`src/rtl/exec_pkg.sv`:
```
// Shared encodings for the multi-cycle execute stage: ALU/shift opcodes,
// FSM states and the control bundles carried toward the memory stage.
package exec_pkg;

   localparam logic [2:0] ALU_ADD = 3'b000;
   localparam logic [2:0] ALU_SUB = 3'b001;
   localparam logic [2:0] ALU_AND = 3'b010;
   localparam logic [2:0] ALU_OR  = 3'b011;
   localparam logic [2:0] ALU_XOR = 3'b100;
   localparam logic [2:0] ALU_NOR = 3'b101;
   localparam logic [2:0] ALU_SLT = 3'b110;

   localparam logic [1:0] SH_SLL = 2'b00;
   localparam logic [1:0] SH_SRL = 2'b01;
   localparam logic [1:0] SH_SRA = 2'b10;
   localparam logic [1:0] SH_ROR = 2'b11;

   typedef enum logic [1:0] {
      ST_IDLE = 2'd0,
      ST_MUL  = 2'd1,
      ST_DONE = 2'd2
   } exec_state_e;

   // Control captured from decode when a multiply is accepted.
   typedef struct packed {
      logic       readmem;
      logic       writemem;
      logic       selwsource;
      logic       writereg;
      logic       writeov;
      logic [4:0] regdest;
   } id_ctl_t;

   // Control half of the ex_mem pipeline register.
   typedef struct packed {
      logic       valid;
      logic       readmem;
      logic       writemem;
      logic       selwsource;
      logic       writereg;
      logic       ov;
      logic [4:0] regdest;
   } mem_ctl_t;

endpackage

```
`src/rtl/exec_mc_seq_mul.sv`:
```
// Iterative shift-add multiplier on operand magnitudes; the last group of bits
// is folded in combinationally so the final product is ready in the DONE cycle.
module seq_mul
   import exec_pkg::*;
#(
   parameter int DATA_W  = 32,
   parameter int MUL_BPC = 1
) (
   input  logic                  clock,
   input  logic                  reset,
   input  logic                  start,
   input  logic [DATA_W-1:0]     a,
   input  logic [DATA_W-1:0]     b,
   input  logic                  unsig,
   output logic                  busy,
   output logic                  done,
   output logic [2*DATA_W-1:0]   product,
   output logic                  ov
);
   localparam int MUL_CYCLES = DATA_W / MUL_BPC;
   localparam int CNT_W      = $clog2(MUL_CYCLES + 1);
   localparam int LAST_STEP  = (MUL_CYCLES > 1) ? MUL_CYCLES - 2 : 0;
   localparam int PW         = DATA_W + MUL_BPC;

   logic [2*DATA_W-1:0] acc_q;
   logic [DATA_W-1:0]   ma_q, mb_q;
   logic [CNT_W-1:0]    cnt_q;
   logic                running_q, neg_q, unsig_q;
   logic [DATA_W-1:0]   a_mag, b_mag;
   logic [2*DATA_W-1:0] raw;

   // Add mcand*bits into the upper half, then shift the whole accumulator right.
   function automatic logic [2*DATA_W-1:0] shift_add(
      input logic [2*DATA_W-1:0] acc,
      input logic [DATA_W-1:0]   mcand,
      input logic [MUL_BPC-1:0]  bits
   );
      logic [PW-1:0] sum;
      sum = PW'(acc[2*DATA_W-1:DATA_W]) + PW'(mcand) * PW'(bits);
      return (2*DATA_W)'({sum, acc[DATA_W-1:0]} >> MUL_BPC);
   endfunction

   assign a_mag = (~unsig & a[DATA_W-1]) ? -a : a;
   assign b_mag = (~unsig & b[DATA_W-1]) ? -b : b;

   always_ff @(posedge clock or negedge reset) begin
      if (!reset) begin
         acc_q     <= '0;
         ma_q      <= '0;
         mb_q      <= '0;
         cnt_q     <= '0;
         running_q <= 1'b0;
         neg_q     <= 1'b0;
         unsig_q   <= 1'b0;
      end else if (start) begin
         acc_q     <= '0;
         cnt_q     <= '0;
         ma_q      <= a_mag;
         mb_q      <= b_mag;
         neg_q     <= ~unsig & (a[DATA_W-1] ^ b[DATA_W-1]);
         unsig_q   <= unsig;
         running_q <= (MUL_CYCLES > 1);
      end else if (running_q) begin
         acc_q <= shift_add(acc_q, ma_q, mb_q[MUL_BPC-1:0]);
         mb_q  <= mb_q >> MUL_BPC;
         cnt_q <= cnt_q + CNT_W'(1);
         if (cnt_q == CNT_W'(LAST_STEP)) running_q <= 1'b0;
      end
   end

   assign busy    = running_q;
   assign done    = running_q & (cnt_q == CNT_W'(LAST_STEP));
   assign raw     = shift_add(acc_q, ma_q, mb_q[MUL_BPC-1:0]);
   assign product = neg_q ? -raw : raw;
   assign ov      = unsig_q ? (|product[2*DATA_W-1:DATA_W])
                            : (product[2*DATA_W-1:DATA_W] != {DATA_W{product[DATA_W-1]}});

endmodule

```
`src/rtl/exec_mc.sv`:
```
// Execute stage: single-cycle ALU/shifter, iterative multiplier and the
// ex_mem pipeline register with a valid bit.
module exec_mc
   import exec_pkg::*;
#(
   parameter int DATA_W  = 32,
   parameter int SHAMT_W = 5,
   parameter int MUL_BPC = 1
) (
   input  logic               clock,
   input  logic               reset,
   input  logic               id_ex_valid,
   input  logic               id_ex_selalushift,
   input  logic               id_ex_selimregb,
   input  logic [2:0]         id_ex_aluop,
   input  logic               id_ex_unsig,
   input  logic               id_ex_mul,
   input  logic [1:0]         id_ex_shiftop,
   input  logic [SHAMT_W-1:0] id_ex_shiftamt,
   input  logic [DATA_W-1:0]  id_ex_rega,
   input  logic [DATA_W-1:0]  id_ex_regb,
   input  logic [DATA_W-1:0]  id_ex_imedext,
   input  logic               id_ex_readmem,
   input  logic               id_ex_writemem,
   input  logic               id_ex_selwsource,
   input  logic               id_ex_writereg,
   input  logic               id_ex_writeov,
   input  logic [4:0]         id_ex_regdest,
   input  logic               mem_ex_stall,
   output logic               ex_if_stall,
   output logic               ex_mem_valid,
   output logic               ex_mem_readmem,
   output logic               ex_mem_writemem,
   output logic               ex_mem_selwsource,
   output logic               ex_mem_writereg,
   output logic               ex_mem_ov,
   output logic [4:0]         ex_mem_regdest,
   output logic [DATA_W-1:0]  ex_mem_regb,
   output logic [DATA_W-1:0]  ex_mem_wbvalue
);
   localparam int MUL_CYCLES = DATA_W / MUL_BPC;

   exec_state_e       state_q, state_d;
   mem_ctl_t          out_q, out_d;
   logic [DATA_W-1:0] regb_q, regb_d, wb_q, wb_d;
   id_ctl_t           id_ctl, lat_ctl_q;
   logic [DATA_W-1:0] lat_regb_q;

   logic [DATA_W-1:0] opb, sum_w, diff_w, alu_res, sh_res, sc_res;
   logic              alu_ov, slt_w, sc_ov, mul_start;
   logic              mul_busy, mul_done, mul_ov;
   logic [DATA_W-1:0] mul_lo, mul_hi_unused;

   assign opb    = id_ex_selimregb ? id_ex_imedext : id_ex_regb;
   assign sum_w  = id_ex_rega + opb;
   assign diff_w = id_ex_rega - opb;
   assign slt_w  = id_ex_unsig ? (id_ex_rega < opb) : ($signed(id_ex_rega) < $signed(opb));

   always_comb begin
      alu_res = '0;
      alu_ov  = 1'b0;
      case (id_ex_aluop)
         ALU_ADD: begin
            alu_res = sum_w;
            alu_ov  = ~id_ex_unsig & (id_ex_rega[DATA_W-1] == opb[DATA_W-1])
                                   & (sum_w[DATA_W-1] != id_ex_rega[DATA_W-1]);
         end
         ALU_SUB: begin
            alu_res = diff_w;
            alu_ov  = ~id_ex_unsig & (id_ex_rega[DATA_W-1] != opb[DATA_W-1])
                                   & (diff_w[DATA_W-1] != id_ex_rega[DATA_W-1]);
         end
         ALU_AND: alu_res = id_ex_rega & opb;
         ALU_OR:  alu_res = id_ex_rega | opb;
         ALU_XOR: alu_res = id_ex_rega ^ opb;
         ALU_NOR: alu_res = ~(id_ex_rega | opb);
         ALU_SLT: alu_res = {{(DATA_W-1){1'b0}}, slt_w};
         default: alu_res = '0;
      endcase
   end

   always_comb begin
      sh_res = '0;
      case (id_ex_shiftop)
         SH_SLL:  sh_res = id_ex_regb << id_ex_shiftamt;
         SH_SRL:  sh_res = id_ex_regb >> id_ex_shiftamt;
         SH_SRA:  sh_res = $unsigned($signed(id_ex_regb) >>> id_ex_shiftamt);
         SH_ROR:  sh_res = (id_ex_regb >> id_ex_shiftamt)
                         | (id_ex_regb << (DATA_W - int'(id_ex_shiftamt)));
         default: sh_res = '0;
      endcase
   end

   assign sc_res = id_ex_selalushift ? sh_res : alu_res;
   assign sc_ov  = ~id_ex_selalushift & alu_ov;

   assign id_ctl = {id_ex_readmem, id_ex_writemem, id_ex_selwsource,
                    id_ex_writereg, id_ex_writeov, id_ex_regdest};

   // A multiply is only accepted on an unstalled edge; a stalled request must be re-presented.
   assign mul_start = (state_q == ST_IDLE) & id_ex_valid & id_ex_mul & ~mem_ex_stall;

   seq_mul #(.DATA_W(DATA_W), .MUL_BPC(MUL_BPC)) u_mul (
      .clock   (clock),
      .reset   (reset),
      .start   (mul_start),
      .a       (id_ex_rega),
      .b       (opb),
      .unsig   (id_ex_unsig),
      .busy    (mul_busy),
      .done    (mul_done),
      .product ({mul_hi_unused, mul_lo}),
      .ov      (mul_ov)
   );

   // Upstream holds id_ex_* in any cycle where ex_if_stall is high; it is consumed otherwise.
   assign ex_if_stall = mem_ex_stall | (state_q != ST_IDLE) | mul_busy
                      | ((state_q == ST_IDLE) & id_ex_valid & id_ex_mul);

   always_comb begin
      state_d = state_q;
      out_d   = out_q;
      regb_d  = regb_q;
      wb_d    = wb_q;
      case (state_q)
         ST_IDLE: begin
            if (!mem_ex_stall) begin
               if (id_ex_valid && !id_ex_mul) begin
                  out_d.valid      = 1'b1;
                  out_d.readmem    = id_ex_readmem;
                  out_d.writemem   = id_ex_writemem;
                  out_d.selwsource = id_ex_selwsource;
                  out_d.writereg   = id_ex_writereg & (~sc_ov | id_ex_writeov);
                  out_d.ov         = sc_ov;
                  out_d.regdest    = id_ex_regdest;
                  regb_d           = id_ex_regb;
                  wb_d             = sc_res;
               end else begin
                  out_d  = '0;
                  regb_d = '0;
                  wb_d   = '0;
                  if (id_ex_valid) state_d = (MUL_CYCLES > 1) ? ST_MUL : ST_DONE;
               end
            end
         end
         ST_MUL: begin
            out_d  = '0;
            regb_d = '0;
            wb_d   = '0;
            if (mul_done) state_d = ST_DONE;
         end
         ST_DONE: begin
            if (!mem_ex_stall) begin
               out_d.valid      = 1'b1;
               out_d.readmem    = lat_ctl_q.readmem;
               out_d.writemem   = lat_ctl_q.writemem;
               out_d.selwsource = lat_ctl_q.selwsource;
               out_d.writereg   = lat_ctl_q.writereg & (~mul_ov | lat_ctl_q.writeov);
               out_d.ov         = mul_ov;
               out_d.regdest    = lat_ctl_q.regdest;
               regb_d           = lat_regb_q;
               wb_d             = mul_lo;
               state_d          = ST_IDLE;
            end
         end
         default: state_d = ST_IDLE;
      endcase
   end

   always_ff @(posedge clock or negedge reset) begin
      if (!reset) begin
         state_q    <= ST_IDLE;
         out_q      <= '0;
         regb_q     <= '0;
         wb_q       <= '0;
         lat_ctl_q  <= '0;
         lat_regb_q <= '0;
      end else begin
         state_q <= state_d;
         out_q   <= out_d;
         regb_q  <= regb_d;
         wb_q    <= wb_d;
         if (mul_start) begin
            lat_ctl_q  <= id_ctl;
            lat_regb_q <= id_ex_regb;
         end
      end
   end

   assign ex_mem_valid      = out_q.valid;
   assign ex_mem_readmem    = out_q.readmem;
   assign ex_mem_writemem   = out_q.writemem;
   assign ex_mem_selwsource = out_q.selwsource;
   assign ex_mem_writereg   = out_q.writereg;
   assign ex_mem_ov         = out_q.ov;
   assign ex_mem_regdest    = out_q.regdest;
   assign ex_mem_regb       = regb_q;
   assign ex_mem_wbvalue    = wb_q;

endmodule

```
`config.mk`:
```
export PLATFORM = sky130hd
export DESIGN_NAME = exec_mc
export DESIGN_NICKNAME = d
export VERILOG_FILES = /design/src/rtl/exec_pkg.sv /design/src/rtl/exec_mc_seq_mul.sv /design/src/rtl/exec_mc.sv
export SDC_FILE = /design/constraint.sdc
export NUM_CORES = 1
export LEC_CHECK = 0
export CAP_MARGIN = 20
export CELL_PAD_IN_SITES_DETAIL_PLACEMENT = 0
export CELL_PAD_IN_SITES_GLOBAL_PLACEMENT = 2
export CORE_ASPECT_RATIO = 0.5
export CORE_MARGIN = 2
export CORE_UTILIZATION = 36
export CTS_CLUSTER_DIAMETER = 50
export DETAILED_ROUTE_END_ITERATION = 16
export HOLD_SLACK_MARGIN = 0.06
export PLACE_DENSITY_LB_ADDON = 0.2
export SYNTH_ARGS = -nofsm -noshare
export SYNTH_HDL_FRONTEND = slang
export SYNTH_SLANG_ARGS = --single-unit
```
`constraint.sdc`:
```
create_clock -name clock -period 5.9 [get_ports clock]
set_clock_uncertainty 0.2 [all_clocks]
set_input_delay 1.18 -clock clock [delete_from_list [all_inputs] [get_ports clock]]
set_output_delay 1.18 -clock clock [all_outputs]
set_load 0.01 [all_outputs]
```
==> results.json, run 1 <==
{
  "status": "finished, final reports clean",
  "grt_pass1_wl_mm": 185,
  "synth_top_area_share_pct": 23.4,
  "synthFlopType": "dfrtp_1",
  "grtUsageTotal_pct": 31.4,
  "worstHoldStart": "lat_ctl_q[6]$_DFFE_PN0P_",
  "start_kind": "input port",
  "avgRoutedWirePerCell_um": 25.3,
  "cts_buffers": 35,
  "clock.fmax_mhz": 171,
  "post-place-cells": 4844,
  "min_path_cells": 2,
  "hold_viol_final": 0,
  "cp.arrival_ns": 6.07,
  "relSlewSlack_pct": 23.3,
  "ys_seq_area_share_pct": 23.4,
  "leakagePower_nw": 14.3,
  "yosys-top-cells-area": "dfrtp_1 23%, nand2_1 6.6%, ha_1 6.4%",
  "io_pins": 200,
  "synthCells": 3638,
  "holdPathEnd": "lat_ctl_q[6]$_DFFE_PN0P_",
  "vias": 29100,
  "ys_top_cells_by_count": "476 x nand2_1, 430 x nor2_1, 298 x o21ai_0, 266 x a21oi_1, 255 x dfrtp_1",
  "stdcell_count": 4908,
  "place_congestion": 0.980,
  "wl_mm": 124,
  "rr_startpoint": "u_mul.mb_q[0]$_DFFE_PN0P_",
  "crit_path_top_delay_cell": "nor4_1",
  "synth_area_leader_cell": "dfrtp_1",
  "start_util_pct": 36.3,
  "portBuffers": 199,
  "core_um2": 75100,
  "rrSetupSlack_ns": 0.27,
  "clock_latency_ns": 0.56,
  "worst-path-max-fanout": 3,
  "final_util_pct": 43.7,
  "rsz0062_at_grt": "false",
  "fin_crit_ns": 5.86,
  "area_growth_pct": 20.3,
  "yosysMostFrequentCell": "nand2_1",
  "viasPerCell": 5.93,
  "clock-sinks": 255,
  "required_ns": 6.11,
  "finalCritPeriodShare_pct": 99.3,
  "async_reset_ff_share_pct": 100,
  "rows": 71,
  "dpl.hpwl_mm": 96.8,
  "synth_warnings": 0,
  "nFillCells": 7779,
  "critPathTopFamily": "compound AO/OA/AOI/OAI gates",
  "drive_gt1_share_pct": 11.9,
  "h-tree-depth": 2,
  "worstPathCellList": "clkdlybuf4s50_1, mux2_2, buf_4, ha_1, buf_4, fa_1, a21o_1, a21oi_1, o21ba_2, o211ai_1, nand3_1, o21ai_0, a21oi_1, o21bai_1, a21o_1, a21oi_1, nor3_1, nor4_1, o41ai_1",
  "grt_pass1_vias": 27900,
  "worst_path_largest_cell_delay_ns": 0.85,
  "cts_tree": "built",
  "cp_num_buf_inv": 3,
  "root_buffer": "clkbuf_16",
  "grt_max_degree": 119,
  "synth_area_um2": 27200,
  "drt_iter0_markers": 2966,
  "synth-edff-count": 0,
  "ys_types": 98,
  "crit_type": "input port to flop",
  "power.density_nw_per_um2": 412,
  "synth_seq_cells": 255,
  "ir_worst_vdd_mv": 0.244,
  "postCtsSetupRepairBufs": 0,
  "avgSynthCellArea_um2": 7.49,
  "drc": 0,
  "min-delay-path-class": "flop to flop",
  "crit_top_cell": "a21oi_1",
  "antenna_found_initial": 2,
  "r2r_end": "ex_mem_ov$_DFFE_PN0P_",
  "dieArea_um2": 78000,
  "postRouteAntennaNets": 0,
  "hold_slack_ns": 0.267,
  "final_nets": 4126,
  "first_pass_iters": 6,
  "tns_ns": 0,
  "synth_fp_nets": 3905,
  "worst_slew_pin_slew_ns": 1.15,
  "clkTransAtPathRegs_ns": 0.06,
  "die_h_um": 199,
  "r2r_cells": 18,
  "setup_viol": 0,
  "clockBufferDepth": 3,
  "maxCapViolCount": 0,
  "cp-end-kind": "flop",
  "die_x_um": 393,
  "final_max_slew_viol_count": 0,
  "grt_overflow_total": 0
}
[flip-flops by register name (all words and copies together) (netlist names), 2 cells and up]
register	flops
u_mul.cnt_q	6
lat_regb_q	32
ex_mem_regb	32
u_mul.ma_q	32
ex_mem_wbvalue	32
ex_mem_regdest	5
u_mul.mb_q	32
u_mul.acc_q	63
lat_ctl_q	10
state_q	2
[layout make-up]
| cell class | count | area [um2] | area share (%) |
|---|---|---|---|
| Clock inverter | 19 | 238 | 0.725 |
| Tap cell | 1022 | 1280 | 3.90 |
| Timing Repair Buffer | 458 | 3990 | 12.2 |
| Antenna cell | 2 | 5.00 | 0.0153 |
| Clock buffer | 43 | 957 | 2.92 |
| Sequential cell | 255 | 6390 | 19.5 |
| Multi-Input combinational cell | 2978 | 19400 | 59.3 |
| Inverter | 131 | 492 | 1.50 |
[placed cells by master (no fill, tap or decap), drive strengths merged, types with 18 or more instances in the layout]
cell           netlist  routed
and3                30      30
o211ai              35      35
inv                127     133
xor2                29      29
a21o                35      35
o21bai              20      20
ha                 140     140
a211oi              61      61
dfrtp              255     255
o22ai               20      20
a31oi               39      39
or3                 35      35
nand3               65      65
buf                 51     268
nand4               29      29
and2                57      57
nand2b              25      25
o41ai               18      18
o21ai              299     299
nor4                31      31
mux2i              175     175
o31ai               37      37
nor2               430     430
nor2b               22      22
clkdlybuf4s50        0     190
mux2                38      38
nor3                88      88
clkbuf             223      43
nand2              476     476
o221ai              20      20
a21oi              266     266
mux4                35      35
xnor2              114     114
a221oi              71      71
[worst reg2reg max path: cells and delay by family (launching register included)]
family | cells | cell delay [ns]
XOR/XNOR | 1 | 0.42
buffers and inverters | 2 | 0.23
adder cells (fa/ha/maj) | 2 | 0.59
flip-flops | 1 | 0.42
AND/OR/NAND/NOR | 5 | 1.17
AO/OA/AOI/OAI | 8 | 2.50
[what timing repair did]
action	CTS	global route
gates resized for setup	0	9
hold buffers	0	0
setup endpoints to repair	0	2
hold endpoints to repair	0	0
[layer usage]
metal / track usage (%) / up-vias / part of all wire, %
li1: - / 13700 / -
met2: 48.4 / 1033 / 43
met5: 0 / - / 0
met1: 45.8 / 14300 / 48
met3: 5.07 / 125 / 7.1
met4: 6.53 / 0 / 2.1
[per-stage QoR]
| stage | total power (W) | setup WS, ns | area [um2] |
|---|---|---|---|
| final | 0.0135 | 0.0433 | 32800 |
| after global routing | 0.0145 | 0.00103 | 32800 |
| after CTS | 0.0134 | 0.225 | 32700 |
| after detailed placement | 0.0111 | -0.302 | 31500 |
| after global placement | 0.0111 | -0.268 | 31500 |
| after floorplan | 0.00815 | 0.0164 | 27300 |
[logic make-up (layout without fill, tap and decap cells)]
kind of cell               Yosys count  in the layout  synth area share [%]
other                                0              2                     0
and+or+nand+nor                   1341           1341                  22.3
DFF                                255            255                  23.4
buffers and inverters              405            651                  5.68
muxes                              248            248                  10.9
AOI/OAI and AO/OA                 1103           1103                  26.5
adders and majority gates          143            143                  6.65
xor gates and xnor gates           143            143                  4.60
[power breakdown]
part / total (W) / switching (W) / internal [W]
logic: 0.00815 / 0.00497 / 0.00319
clock network: 0.00224 / 0.000927 / 0.00131
registers: 0.00311 / 0.000624 / 0.00249
[worst max-delay path by stage]
| stage | endpoint | startpoint | depth (start not counted) |
|---|---|---|---|
| finish | ex_mem_wbvalue[20]$_DFFE_PN0P_ | id_ex_regb[0] | 19 |
| global route | ex_mem_wbvalue[20]$_DFFE_PN0P_ | id_ex_regb[0] | 19 |
| CTS | ex_mem_ov$_DFFE_PN0P_ | u_mul.mb_q[0]$_DFFE_PN0P_ | 17 |
| detailed placement | ex_mem_wbvalue[20]$_DFFE_PN0P_ | id_ex_regb[0] | 19 |
| global placement | ex_mem_wbvalue[20]$_DFFE_PN0P_ | id_ex_regb[0] | 19 |
| floorplan | ex_mem_wbvalue[0]$_DFFE_PN0P_ | id_ex_selimregb | 20 |
Note: power is estimated with default switching activity, not from simulation.
==> run 2, diff against run 1 <==
Settings changed: CORE_ASPECT_RATIO 0.5 to default, CORE_UTILIZATION 36 to 42, DONT_BUFFER_PORTS from default to 1.
Clock period 5.9 ns to 7.45 ns, I/O delays scaled along.
==> run 2 against run 1 <==
Net effect:
- count of clock-buffer cells in the layout increased by 8
- utilization increased by 1.7 points
- sequential share of layout area increased by 2.4 points
- first-iteration DRC count rose by 5.4%
- hold slack is essentially flat
- combinational power down 32%
- non-clock buffer count fell by 408
- wire length shrank 2.0%
- setup slack better by 0.91 ns
- register-to-register slack gained 0.68 ns
- critical path type is now flop to flop
==> results.json, run 2 (synthesized netlist as in run 1, its figures left out) <==
{
  "status": "finished, final reports clean",
  "clock_latency_ns": 0.60,
  "io_pins": 200,
  "place_congestion": 0.970,
  "power.density_nw_per_um2": 349,
  "worstSetupStartpoint": "u_mul.mb_q[0]$_DFFE_PN0P_",
  "dieArea_um2": 66900,
  "grt_pass1_vias": 27000,
  "start_kind": "flop",
  "drt_iter0_markers": 3127,
  "final_common_cell": "nand2_1",
  "viasPerCell": 6.48,
  "avgRoutedWirePerCell_um": 28.0,
  "setup_viol": 0,
  "first_pass_iters": 6,
  "grt_max_degree": 256,
  "final_cell_mix": "476 x nand2_1, 427 x nor2_1, 298 x o21ai_0, 266 x a21oi_1, 253 x dfrtp_1",
  "clkTransAtPathRegs_ns": 0.06,
  "ir_worst_vdd_mv": 0.206,
  "cp.arrival_ns": 6.78,
  "power_w": 0.0102,
  "cts_hold_buf": 0,
  "cp-end-kind": "flop",
  "crit_type": "flop to flop",
  "cts_resized": 0,
  "drive_gt1_share_pct": 7.16,
  "clockBufferDepth": 3,
  "min-delay-path-class": "flop to flop",
  "rows": 93,
  "drc": 0,
  "leakagePower_nw": 12.6,
  "grtUsageTotal_pct": 35.6,
  "cts_tree": "built",
  "r2r_cells": 17,
  "die_x_um": 259,
  "finalCritPeriodShare_pct": 87.2,
  "tns_ns": 0,
  "final_max_slew_viol_count": 0,
  "top_register": "u_mul.acc_q",
  "grt_overflow_total": 0,
  "r2r_end": "ex_mem_ov$_DFFE_PN0P_",
  "final_nets": 3726,
  "maxCapViolCount": 0,
  "nFillCells": 6521,
  "dpl.hpwl_mm": 90.9,
  "postRouteAntennaNets": 0,
  "rrSetupSlack_ns": 0.95,
  "postCtsSetupRepairBufs": 0,
  "cts_buffers": 43,
  "clock.fmax_mhz": 154,
  "antenna_found_initial": 0,
  "vias": 28200,
  "worst-path-max-fanout": 21,
  "fin_crit_ns": 6.50,
  "required_ns": 7.73,
  "crit_path_end": "ex_mem_ov$_DFFE_PN0P_",
  "grt_pass1_wl_mm": 181,
  "start_util_pct": 42.3,
  "die_h_um": 259,
  "core_um2": 64300,
  "rr_startpoint": "u_mul.mb_q[0]$_DFFE_PN0P_",
  "wl_mm": 122,
  "hold_viol_final": 0,
  "h-tree-depth": 2,
  "rsz0062_at_grt": "false",
  "portBuffers": 0,
  "relSlewSlack_pct": 23.4,
  "area_growth_pct": 7.20,
  "largest_reg_flops": 63,
  "worst_slew_pin_slew_ns": 1.12,
  "clock-sinks": 255,
  "root_buffer": "clkbuf_16"
}
[run 2: cell types whose count changed in the layout (fill, tap and decap cells not counted), moves of 3 or more]
cell and change:
buf_4 -204, clkbuf_16 +7, a2111oi_0 +3, clkdlybuf4s50_1 -190, buf_12 -6, buf_2 -7, inv_6 +8
[run 2: worst min-delay path by stage]
stage | to | cells past startpoint | from | slack, ns
6_report | u_mul.ma_q[5]$_DFFE_PN0P_ | 2 | u_mul.ma_q[5]$_DFFE_PN0P_ | 0.27
4_1_cts | lat_ctl_q[5]$_DFFE_PN0P_ | 2 | lat_ctl_q[5]$_DFFE_PN0P_ | 0.27
2_1_floorplan | u_mul.ma_q[16]$_DFFE_PN0P_ | 2 | u_mul.ma_q[16]$_DFFE_PN0P_ | 0.23
3_3_place_gp | lat_ctl_q[5]$_DFFE_PN0P_ | 2 | lat_ctl_q[5]$_DFFE_PN0P_ | 0.25
3_5_place_dp | lat_ctl_q[5]$_DFFE_PN0P_ | 2 | lat_ctl_q[5]$_DFFE_PN0P_ | 0.25
5_1_grt | lat_regb_q[24]$_DFFE_PN0P_ | 2 | lat_regb_q[24]$_DFFE_PN0P_ | 0.29
[run 2: critical path, cell delays in order, from the launching register on]
cell	delay, ns
dfrtp_1	0.55
buf_4	0.29
nand2_1	0.12
fa_1	0.47
nand2b_1	0.19
a21o_1	0.27
a2111oi_1	0.91
o21ai_0	0.27
a222oi_1	0.39
buf_4	0.21
nand3_1	0.20
or3_1	0.64
o31ai_2	0.29
xnor2_1	0.11
a2111oi_0	0.58
o2111a_1	0.31
a21oi_1	0.10
a221o_1	0.28
[run 2: power breakdown]
group,total [W],internal [W],switching [W]
logic,0.00554,0.00200,0.00354
clock network,0.00204,0.00120,0.000849
registers,0.00261,0.00197,0.000632
[run 2: area by class of cell]
type / instances / area (um2) / share of cell area [%]
clock inverter: 27 / 332 / 1.14
inverter: 131 / 492 / 1.68
sequential: 255 / 6390 / 21.9
clock buffer: 51 / 1130 / 3.86
antenna: 1 / 2.50 / 0.00857
multi-input combinational: 2978 / 19400 / 66.5
tap: 855 / 1070 / 3.66
timing repair buffer: 50 / 388 / 1.33
[run 2: routing by layer]
layer	global-route usage, %	routed length [um]	up-vias
met5	0	0	-
met4	15.8	6030	0
met3	7.53	10100	223
met2	56.9	55000	1248
met1	46.2	50300	13800
li1	-	-	12900
[run 2: stage by stage]
step / util (%) / area [um2] / std cells / hold WS [ns] / setup WS [ns]
2_1_floorplan: - / 27200 / 3638 / 0.231 / 0.118
3_3_place_gp: 43.1 / 27700 / 4268 / 0.252 / 1.01
3_5_place_dp: 43.1 / 27700 / 4269 / 0.255 / 0.936
4_1_cts: 45.4 / 29200 / 4347 / 0.269 / 1.00
5_1_grt: 45.4 / 29200 / 4347 / 0.289 / 0.467
6_report: 45.4 / 29200 / 4348 / 0.268 / 0.955
